<file path="src/rtl/polaris_uart_rx.sv">
// polaris_uart_rx -- 16x oversampling UART receiver with a first-word-fall-through RX FIFO.
//
// Optional feature: define UART_RX_PARITY_EN for 8E1/8O1 frames (parity bit checked,
// sticky parity_err_o). Without it the frame is 8N1 and parity_err_o is tied low.
//
// Parameters
//   FIFO_DEPTH   RX FIFO entries, power of two, 2..256
//   SYNC_STAGES  synchroniser flops on uart_rx_i, >= 2
// Ports
//   uart_clock_i   sole clock, rising edge
//   uart_reset_i   asynchronous active-high reset
//   baud_div_i     oversample tick every baud_div_i+1 clocks (16 ticks per bit)
//   rx_en_i        receiver enable; low forces IDLE and drops any partial byte
//   parity_odd_i   1 = odd parity, 0 = even (used only with UART_RX_PARITY_EN)
//   uart_rx_i      asynchronous serial input, idle high
//   read_fifo_i    pop the FIFO head this cycle
//   read_data_o    FIFO head (8'h00 when empty)
//   rxempty_o      FIFO empty
//   rxfull_o       FIFO full
//   frame_err_o    sticky: stop bit sampled low
//   overrun_o      sticky: byte dropped because the FIFO was full
//   parity_err_o   sticky: parity mismatch
//   clear_err_i    clears all sticky error flags (a same-cycle error wins)
module polaris_uart_rx #(
  parameter int FIFO_DEPTH  = 16,
  parameter int SYNC_STAGES = 2
) (
  input  logic        uart_clock_i,
  input  logic        uart_reset_i,
  input  logic [11:0] baud_div_i,
  input  logic        rx_en_i,
  input  logic        parity_odd_i,
  input  logic        uart_rx_i,
  input  logic        read_fifo_i,
  output logic [7:0]  read_data_o,
  output logic        rxempty_o,
  output logic        rxfull_o,
  output logic        frame_err_o,
  output logic        overrun_o,
  output logic        parity_err_o,
  input  logic        clear_err_i
);

  localparam int AW = $clog2(FIFO_DEPTH);
  localparam logic [AW:0] PTR_ONE = 1;

`ifdef UART_RX_PARITY_EN
  typedef enum logic [2:0] {IDLE, START, DATA, PARITY, STOP} state_t;
`else
  typedef enum logic [2:0] {IDLE, START, DATA, STOP} state_t;
`endif

  // ---------------------------------------------------------------------------
  // Input synchroniser and falling-edge detect on the synchronised line
  // ---------------------------------------------------------------------------
  logic [SYNC_STAGES-1:0] sync_q;
  logic                   rx_s;
  logic                   rx_prev_q;
  logic                   rx_fall;

  assign rx_s    = sync_q[SYNC_STAGES-1];
  assign rx_fall = rx_prev_q & ~rx_s;

  // NOTE: state flops use non-blocking assignments so every register samples
  // the pre-edge values of the others, independent of statement order.
  always_ff @(posedge uart_clock_i or posedge uart_reset_i) begin
    if (uart_reset_i) begin
      sync_q    <= '1;
      rx_prev_q <= 1'b1;
    end else begin
      sync_q    <= {sync_q[SYNC_STAGES-2:0], uart_rx_i};
      rx_prev_q <= rx_s;
    end
  end

  // ---------------------------------------------------------------------------
  // Receive FSM
  // ---------------------------------------------------------------------------
  state_t      state_q, state_d;
  logic [11:0] presc_q;
  logic        tick;
  logic [3:0]  tick_cnt_q, tick_cnt_d;
  logic [2:0]  bit_idx_q, bit_idx_d;
  logic [7:0]  shift_q, shift_d;
  logic        push;
  logic        frame_evt;
`ifdef UART_RX_PARITY_EN
  logic        parity_evt;
`endif

  // Prescaler parks at 0 in IDLE so the first tick of a frame lands a fixed
  // distance after the detected start edge.
  assign tick = (state_q != IDLE) && (presc_q == baud_div_i);

  always_ff @(posedge uart_clock_i or posedge uart_reset_i) begin
    if (uart_reset_i) begin
      state_q    <= IDLE;
      presc_q    <= '0;
      tick_cnt_q <= '0;
      bit_idx_q  <= '0;
      shift_q    <= '0;
    end else begin
      state_q    <= state_d;
      tick_cnt_q <= tick_cnt_d;
      bit_idx_q  <= bit_idx_d;
      shift_q    <= shift_d;
      if (state_q == IDLE || tick) presc_q <= '0;
      else                         presc_q <= presc_q + 12'd1;
    end
  end

  // NOTE: every signal written here gets a default first, so no path through
  // the case can leave one unassigned and infer a latch.
  always_comb begin
    state_d    = state_q;
    tick_cnt_d = tick_cnt_q;
    bit_idx_d  = bit_idx_q;
    shift_d    = shift_q;
    push       = 1'b0;
    frame_evt  = 1'b0;
`ifdef UART_RX_PARITY_EN
    parity_evt = 1'b0;
`endif

    case (state_q)
      IDLE: begin
        tick_cnt_d = '0;
        bit_idx_d  = '0;
        if (rx_en_i && rx_fall) state_d = START;
      end

      // 8th tick is mid start bit; a line back high here was a glitch.
      START: if (tick) begin
        if (tick_cnt_q == 4'd7) begin
          tick_cnt_d = '0;
          state_d    = rx_s ? IDLE : DATA;
        end else begin
          tick_cnt_d = tick_cnt_q + 4'd1;
        end
      end

      // Counter restarted at mid start bit, so each wrap is mid data bit.
      DATA: if (tick) begin
        tick_cnt_d = tick_cnt_q + 4'd1;
        if (tick_cnt_q == 4'd15) begin
          shift_d   = {rx_s, shift_q[7:1]};
          bit_idx_d = bit_idx_q + 3'd1;
          if (bit_idx_q == 3'd7) begin
`ifdef UART_RX_PARITY_EN
            state_d = PARITY;
`else
            state_d = STOP;
`endif
          end
        end
      end

`ifdef UART_RX_PARITY_EN
      PARITY: if (tick) begin
        tick_cnt_d = tick_cnt_q + 4'd1;
        if (tick_cnt_q == 4'd15) begin
          parity_evt = rx_s != ((^shift_q) ^ parity_odd_i);
          state_d    = STOP;
        end
      end
`endif

      // Leaving at mid stop bit lets a new start edge follow immediately.
      STOP: if (tick) begin
        tick_cnt_d = tick_cnt_q + 4'd1;
        if (tick_cnt_q == 4'd15) begin
          push      = rx_s;
          frame_evt = ~rx_s;
          state_d   = IDLE;
        end
      end

      default: state_d = IDLE;
    endcase

    if (!rx_en_i) begin
      state_d   = IDLE;
      push      = 1'b0;
      frame_evt = 1'b0;
`ifdef UART_RX_PARITY_EN
      parity_evt = 1'b0;
`endif
    end
  end

  // ---------------------------------------------------------------------------
  // RX FIFO (first-word-fall-through)
  // ---------------------------------------------------------------------------
  logic [7:0]  mem [FIFO_DEPTH];
  logic [AW:0] wptr_q, rptr_q;
  logic        empty, full;
  logic        pop_ok, push_ok, overrun_evt;

  assign empty       = (wptr_q == rptr_q);
  assign full        = (wptr_q[AW] != rptr_q[AW]) && (wptr_q[AW-1:0] == rptr_q[AW-1:0]);
  assign pop_ok      = read_fifo_i && !empty;
  // A pop in the same cycle frees the slot a full FIFO needs.
  assign push_ok     = push && (!full || pop_ok);
  assign overrun_evt = push && full && !read_fifo_i;

  // NOTE: storage is deliberately not reset; the pointers alone define which
  // entries are valid, and read_data_o is forced to 0 while empty.
  always_ff @(posedge uart_clock_i) begin
    if (push_ok) mem[wptr_q[AW-1:0]] <= shift_q;
  end

  always_ff @(posedge uart_clock_i or posedge uart_reset_i) begin
    if (uart_reset_i) begin
      wptr_q <= '0;
      rptr_q <= '0;
    end else begin
      if (push_ok) wptr_q <= wptr_q + PTR_ONE;
      if (pop_ok)  rptr_q <= rptr_q + PTR_ONE;
    end
  end

  assign read_data_o = empty ? 8'h00 : mem[rptr_q[AW-1:0]];
  assign rxempty_o   = empty;
  assign rxfull_o    = full;

  // ---------------------------------------------------------------------------
  // Sticky error flags: a new event outranks a same-cycle clear
  // ---------------------------------------------------------------------------
  logic frame_err_q, overrun_q;

  always_ff @(posedge uart_clock_i or posedge uart_reset_i) begin
    if (uart_reset_i) begin
      frame_err_q <= 1'b0;
      overrun_q   <= 1'b0;
    end else begin
      frame_err_q <= frame_evt   | (frame_err_q & ~clear_err_i);
      overrun_q   <= overrun_evt | (overrun_q   & ~clear_err_i);
    end
  end

  assign frame_err_o = frame_err_q;
  assign overrun_o   = overrun_q;

`ifdef UART_RX_PARITY_EN
  logic parity_err_q;

  always_ff @(posedge uart_clock_i or posedge uart_reset_i) begin
    if (uart_reset_i) parity_err_q <= 1'b0;
    else              parity_err_q <= parity_evt | (parity_err_q & ~clear_err_i);
  end

  assign parity_err_o = parity_err_q;
`else
  logic unused_parity_odd;

  assign unused_parity_odd = parity_odd_i;
  assign parity_err_o      = 1'b0;
`endif

endmodule
</file>
<file path="config.mk">
export PLATFORM = sky130hd
export DESIGN_NAME = polaris_uart_rx
export DESIGN_NICKNAME = d
export VERILOG_FILES = /design/src/rtl/polaris_uart_rx.sv
export SDC_FILE = /design/constraint.sdc
export NUM_CORES = 1
export LEC_CHECK = 0
export CORE_MARGIN = 1.5
export CORE_UTILIZATION = 55
export DETAILED_ROUTE_END_ITERATION = 8
export HOLD_SLACK_MARGIN = 0.05
export PLACE_DENSITY = 0.82
export SLEW_MARGIN = 10
export SYNTH_ARGS = -nofsm -noshare
export SYNTH_HDL_FRONTEND = slang
export SYNTH_SLANG_ARGS = --single-unit
</file>
<file path="constraint.sdc">
create_clock -name uart_clock_i -period 3.8 [get_ports uart_clock_i]
set_input_delay 0.38 -clock uart_clock_i [delete_from_list [all_inputs] [get_ports uart_clock_i]]
set_output_delay 0.38 -clock uart_clock_i [all_outputs]
set_load 0.02 [all_outputs]
</file>
==> impl_metrics.xml <==
<?xml version="1.0" encoding="UTF-8"?>
<metrics>
  <group name="finish">
    <metric name="multi_input_area" unit="um2">2230</metric>
    <metric name="layout.nets" unit="">524</metric>
    <metric name="drive_above_1_share" unit="%">19.8</metric>
    <metric name="register_area" unit="um2">4950</metric>
    <metric name="area_growth" unit="%">15.0</metric>
    <metric name="final_area" unit="um2">8470</metric>
    <metric name="fillers" unit="">945</metric>
    <metric name="finish.cell_count_without_fillers" unit="">685</metric>
    <metric name="finish.utilization" unit="%">64.5</metric>
    <metric name="n_antenna_cell" unit="">0</metric>
  </group>
  <group name="synthesis">
    <metric name="synth.largest_area_cell" unit="">sky130_fd_sc_hd__edfxtp_1</metric>
    <metric name="netlist_instances" unit="">451</metric>
    <metric name="synth_top_area_share" unit="%">52.2</metric>
    <metric name="synth.top_cells.by_count" unit="">128 x sky130_fd_sc_hd__edfxtp_1, 41 x sky130_fd_sc_hd__dfrtp_1, 32 x sky130_fd_sc_hd__mux4_2</metric>
    <metric name="dominantRegCellSynth" unit="">sky130_fd_sc_hd__edfxtp_1</metric>
    <metric name="synth_enable_flop_cells" unit="">128</metric>
    <metric name="post_synth.cell_area_avg" unit="um2">16.3</metric>
    <metric name="postSynth.asyncResetShare" unit="%">25.6</metric>
    <metric name="synth-seq-cells" unit="">172</metric>
    <metric name="synth_nets" unit="">479</metric>
    <metric name="netlist-cell-type-count" unit="">46</metric>
    <metric name="post-synth-top-count-cell" unit="">sky130_fd_sc_hd__edfxtp_1</metric>
    <metric name="sequential_share_of_the_synthesized_area" unit="%">67.2</metric>
    <metric name="mappedNetlistArea" unit="um2">7370</metric>
    <metric name="post_synth_main_area_contributors" unit="">sky130_fd_sc_hd__edfxtp_1 52%, sky130_fd_sc_hd__dfrtp_1 14%, sky130_fd_sc_hd__mux4_2 9.8%, sky130_fd_sc_hd__xor2_1 3.0%, sky130_fd_sc_hd__a211oi_1 1.6%</metric>
    <metric name="ys.warnings.count" unit="">0</metric>
  </group>
  <group name="global_route">
    <metric name="globalRouteTotalUtil" unit="%">22.0</metric>
    <metric name="grt_first_pass_wirelength" unit="um">22800</metric>
    <metric name="grt_max_degree" unit="">45</metric>
    <metric name="grt_overflow_total" unit="">0</metric>
    <metric name="initial_antenna_violation_count" unit="">0</metric>
    <metric name="first_global_vias" unit="">4166</metric>
  </group>
  <group name="detailed_routing">
    <metric name="final_routed_wire_length_divided_by_cell_count" unit="um">20.7</metric>
    <metric name="detail_route.vias_per_cell" unit="">5.92</metric>
    <metric name="drcViolationCount" unit="">0</metric>
    <metric name="vias" unit="">4052</metric>
    <metric name="ant_nets" unit="">0</metric>
    <metric name="routed_wl" unit="um">14200</metric>
    <metric name="detail_route.iter0.violations" unit="">393</metric>
    <metric name="detailedRoute.firstPassIterationCount" unit="">5</metric>
  </group>
  <group name="die">
    <metric name="initial_core_util" unit="%">56.1</metric>
    <metric name="fp.dieArea" unit="um2">14100</metric>
    <metric name="pin_count" unit="">32</metric>
    <metric name="rows" unit="">42</metric>
    <metric name="chipHeight" unit="um">119</metric>
    <metric name="core_area" unit="um2">13100</metric>
    <metric name="die_width" unit="um">119</metric>
  </group>
  <group name="setup_path">
    <metric name="worstReg2RegStart" unit="">presc_q[8]</metric>
    <metric name="slowest_delay" unit="ns">0.62</metric>
    <metric name="critical_path.endpoint_type" unit="">output port</metric>
    <metric name="setup.worst_path.class" unit="">reg -&gt; out</metric>
    <metric name="r2r.worst_path.cells" unit="">6</metric>
    <metric name="cp_num_cells" unit="">5</metric>
    <metric name="critical_path.slowest_cell" unit="">sky130_fd_sc_hd__dfrtp_2</metric>
    <metric name="timing.critical_path.max_delay_family" unit="">buffers and inverters</metric>
    <metric name="critical_path_required" unit="ns">3.42</metric>
    <metric name="start_kind" unit="">flip-flop</metric>
    <metric name="arrival" unit="ns">2.93</metric>
    <metric name="crit_buf_inv" unit="">2</metric>
    <metric name="worstReg2RegEnd" unit="">mem[8][5]</metric>
    <metric name="worstPathCellList" unit="">buf_4, mux4_2, mux2i_1, a211oi_1, clkdlybuf4s50_1</metric>
    <metric name="regToRegSetupSlack" unit="ns">1.04</metric>
    <metric name="cp_max_fo" unit="">17</metric>
  </group>
  <group name="sta">
    <metric name="rsz0062_at_grt" unit="">no</metric>
    <metric name="final_max_slew_viol_count" unit="">0</metric>
    <metric name="report.final.setup_viol" unit="">0</metric>
    <metric name="hold_viol_final" unit="">0</metric>
    <metric name="tightestPinTransition" unit="ns">0.930</metric>
    <metric name="period_share" unit="%">87.0</metric>
    <metric name="fin_worst_skew" unit="ns">0.00878</metric>
    <metric name="finalWorstPathRequiredPeriod" unit="ns">3.31</metric>
    <metric name="fmax" unit="MHz">303</metric>
    <metric name="final.setup.tns" unit="ns">0</metric>
    <metric name="hold_slack" unit="ns">0.355</metric>
    <metric name="relSlewSlack" unit="%">37.9</metric>
  </group>
  <group name="cts">
    <metric name="cts_inserted_buffers" unit="">17</metric>
    <metric name="clock_latency_late_sink" unit="ns">0.42</metric>
    <metric name="number_of_gates_resized_after_cts" unit="">0</metric>
    <metric name="clkTransAtPathRegs" unit="ns">0.06</metric>
    <metric name="clk_path_buf_depth" unit="">2</metric>
    <metric name="numClockSinks" unit="">172</metric>
    <metric name="cts_hold_buffers" unit="">0</metric>
    <metric name="cts_setup_buffers" unit="">0</metric>
    <metric name="htree_levels" unit="">4</metric>
    <metric name="cts-root-buf" unit="">sky130_fd_sc_hd__clkbuf_16</metric>
    <metric name="cts_tree" unit="">yes</metric>
  </group>
  <group name="placement">
    <metric name="gp_congestion" unit="">0.840</metric>
    <metric name="placed_wire_length_estimate_after_detailed_placement" unit="um">9010</metric>
    <metric name="placedCellCount" unit="">653</metric>
    <metric name="port_buffers" unit="">29</metric>
    <metric name="detailed_place.area" unit="um2">7910</metric>
  </group>
  <group name="min_path">
    <metric name="worstHoldPathCells" unit="">0</metric>
    <metric name="timing.hold.worst_endpoint" unit="">sync_q[1]</metric>
    <metric name="min-delay-start" unit="">sync_q[0]</metric>
    <metric name="worstHoldPathType" unit="">reg -&gt; reg</metric>
  </group>
  <group name="outcome">
    <metric name="status" unit="">complete, no violations</metric>
  </group>
  <group name="power">
    <metric name="worst_ir_drop_vdd" unit="uV">274</metric>
    <metric name="static-leakage-power" unit="nW">3.42</metric>
    <metric name="power.density_cell_area" unit="nW/um2">536</metric>
  </group>
  <group name="run">
    <metric name="maxCapViolations" unit="">0</metric>
  </group>
</metrics>
-- logic make-up after synthesis --
group | synth area share (%)
buf+inv | 2.50
flops | 67.2
simple gates | 8.37
other cells | 0.0509
mux | 12.9
fa+ha+maj | 1.53
xor+xnor | 4.28
compound gates | 3.23
-- power breakdown --
| group | internal (mW) | switching (mW) | total (mW) |
|---|---|---|---|
| logic | 0.367 | 0.433 | 0.800 |
| clock network | 0.983 | 0.651 | 1.63 |
| registers | 2.03 | 0.0798 | 2.11 |
-- how the worst max path moves through the flow --
stage,slack [ns],start,endpoint
after CTS,0.40,rptr_q[0],read_data_o[3]
after detailed placement,0.77,baud_div_i[10],mem[2][4]
after global placement,0.81,baud_div_i[10],mem[8][3]
after floorplan,1.16,presc_q[6],mem[1][0]
after global routing,0.31,rptr_q[0],read_data_o[3]
final,0.49,rptr_q[0],read_data_o[3]
-- layer usage --
layer / routed length, um / track usage [%]
met5: 0 / 0
met4: 272 / 7.68
met3: 790 / 4.97
met2: 6990 / 35.8
met1: 6100 / 29.7
-- registers in the layout (all words and copies together) (netlist names) --
name / count
rx_prev_q: 1
presc_q: 12
shift_q: 8
wptr_q: 5
mem: 128
bit_idx_q: 3
tick_cnt_q: 4
sync_q: 2
overrun_o: 1
frame_err_o: 1
state_q: 2
rptr_q: 5
-- metrics by stage --
stage          power (mW)  setup slack, ns
2_1_floorplan        2.69             1.16
6_report             4.54            0.495
3_5_place_dp         2.95            0.773
3_3_place_gp         2.94            0.811
4_1_cts              4.58            0.397
5_1_grt              4.72            0.307
-- cell type report --
class,instances,area share [%]
multi-input cells,242,26.4
clock inverters,8,1.14
flip-flops and latches,172,58.4
inverters,10,0.443
clock buffers,24,5.45
repair buffers,53,5.55
well taps,176,2.60
-- cells in the final DEF, fill, tap and decap left out, types with 10 or more instances in the layout --
cell                              Yosys  routed
sky130_fd_sc_hd__nand3_1             14      14
sky130_fd_sc_hd__buf_4                4      24
sky130_fd_sc_hd__nor2_1              27      27
sky130_fd_sc_hd__dfrtp_1             41      40
sky130_fd_sc_hd__edfxtp_1           128     128
sky130_fd_sc_hd__clkbuf_16            0      17
sky130_fd_sc_hd__xor2_1              25      25
sky130_fd_sc_hd__clkdlybuf4s50_1      0      29
sky130_fd_sc_hd__mux4_2              32      32
sky130_fd_sc_hd__a211oi_1            16      16
sky130_fd_sc_hd__mux2i_1             10      10
sky130_fd_sc_hd__nand2_1             19      19
sky130_fd_sc_hd__xnor2_1             11      11
sky130_fd_sc_hd__nand4_1             10      10
Note: power is estimated with default switching activity, not from simulation.
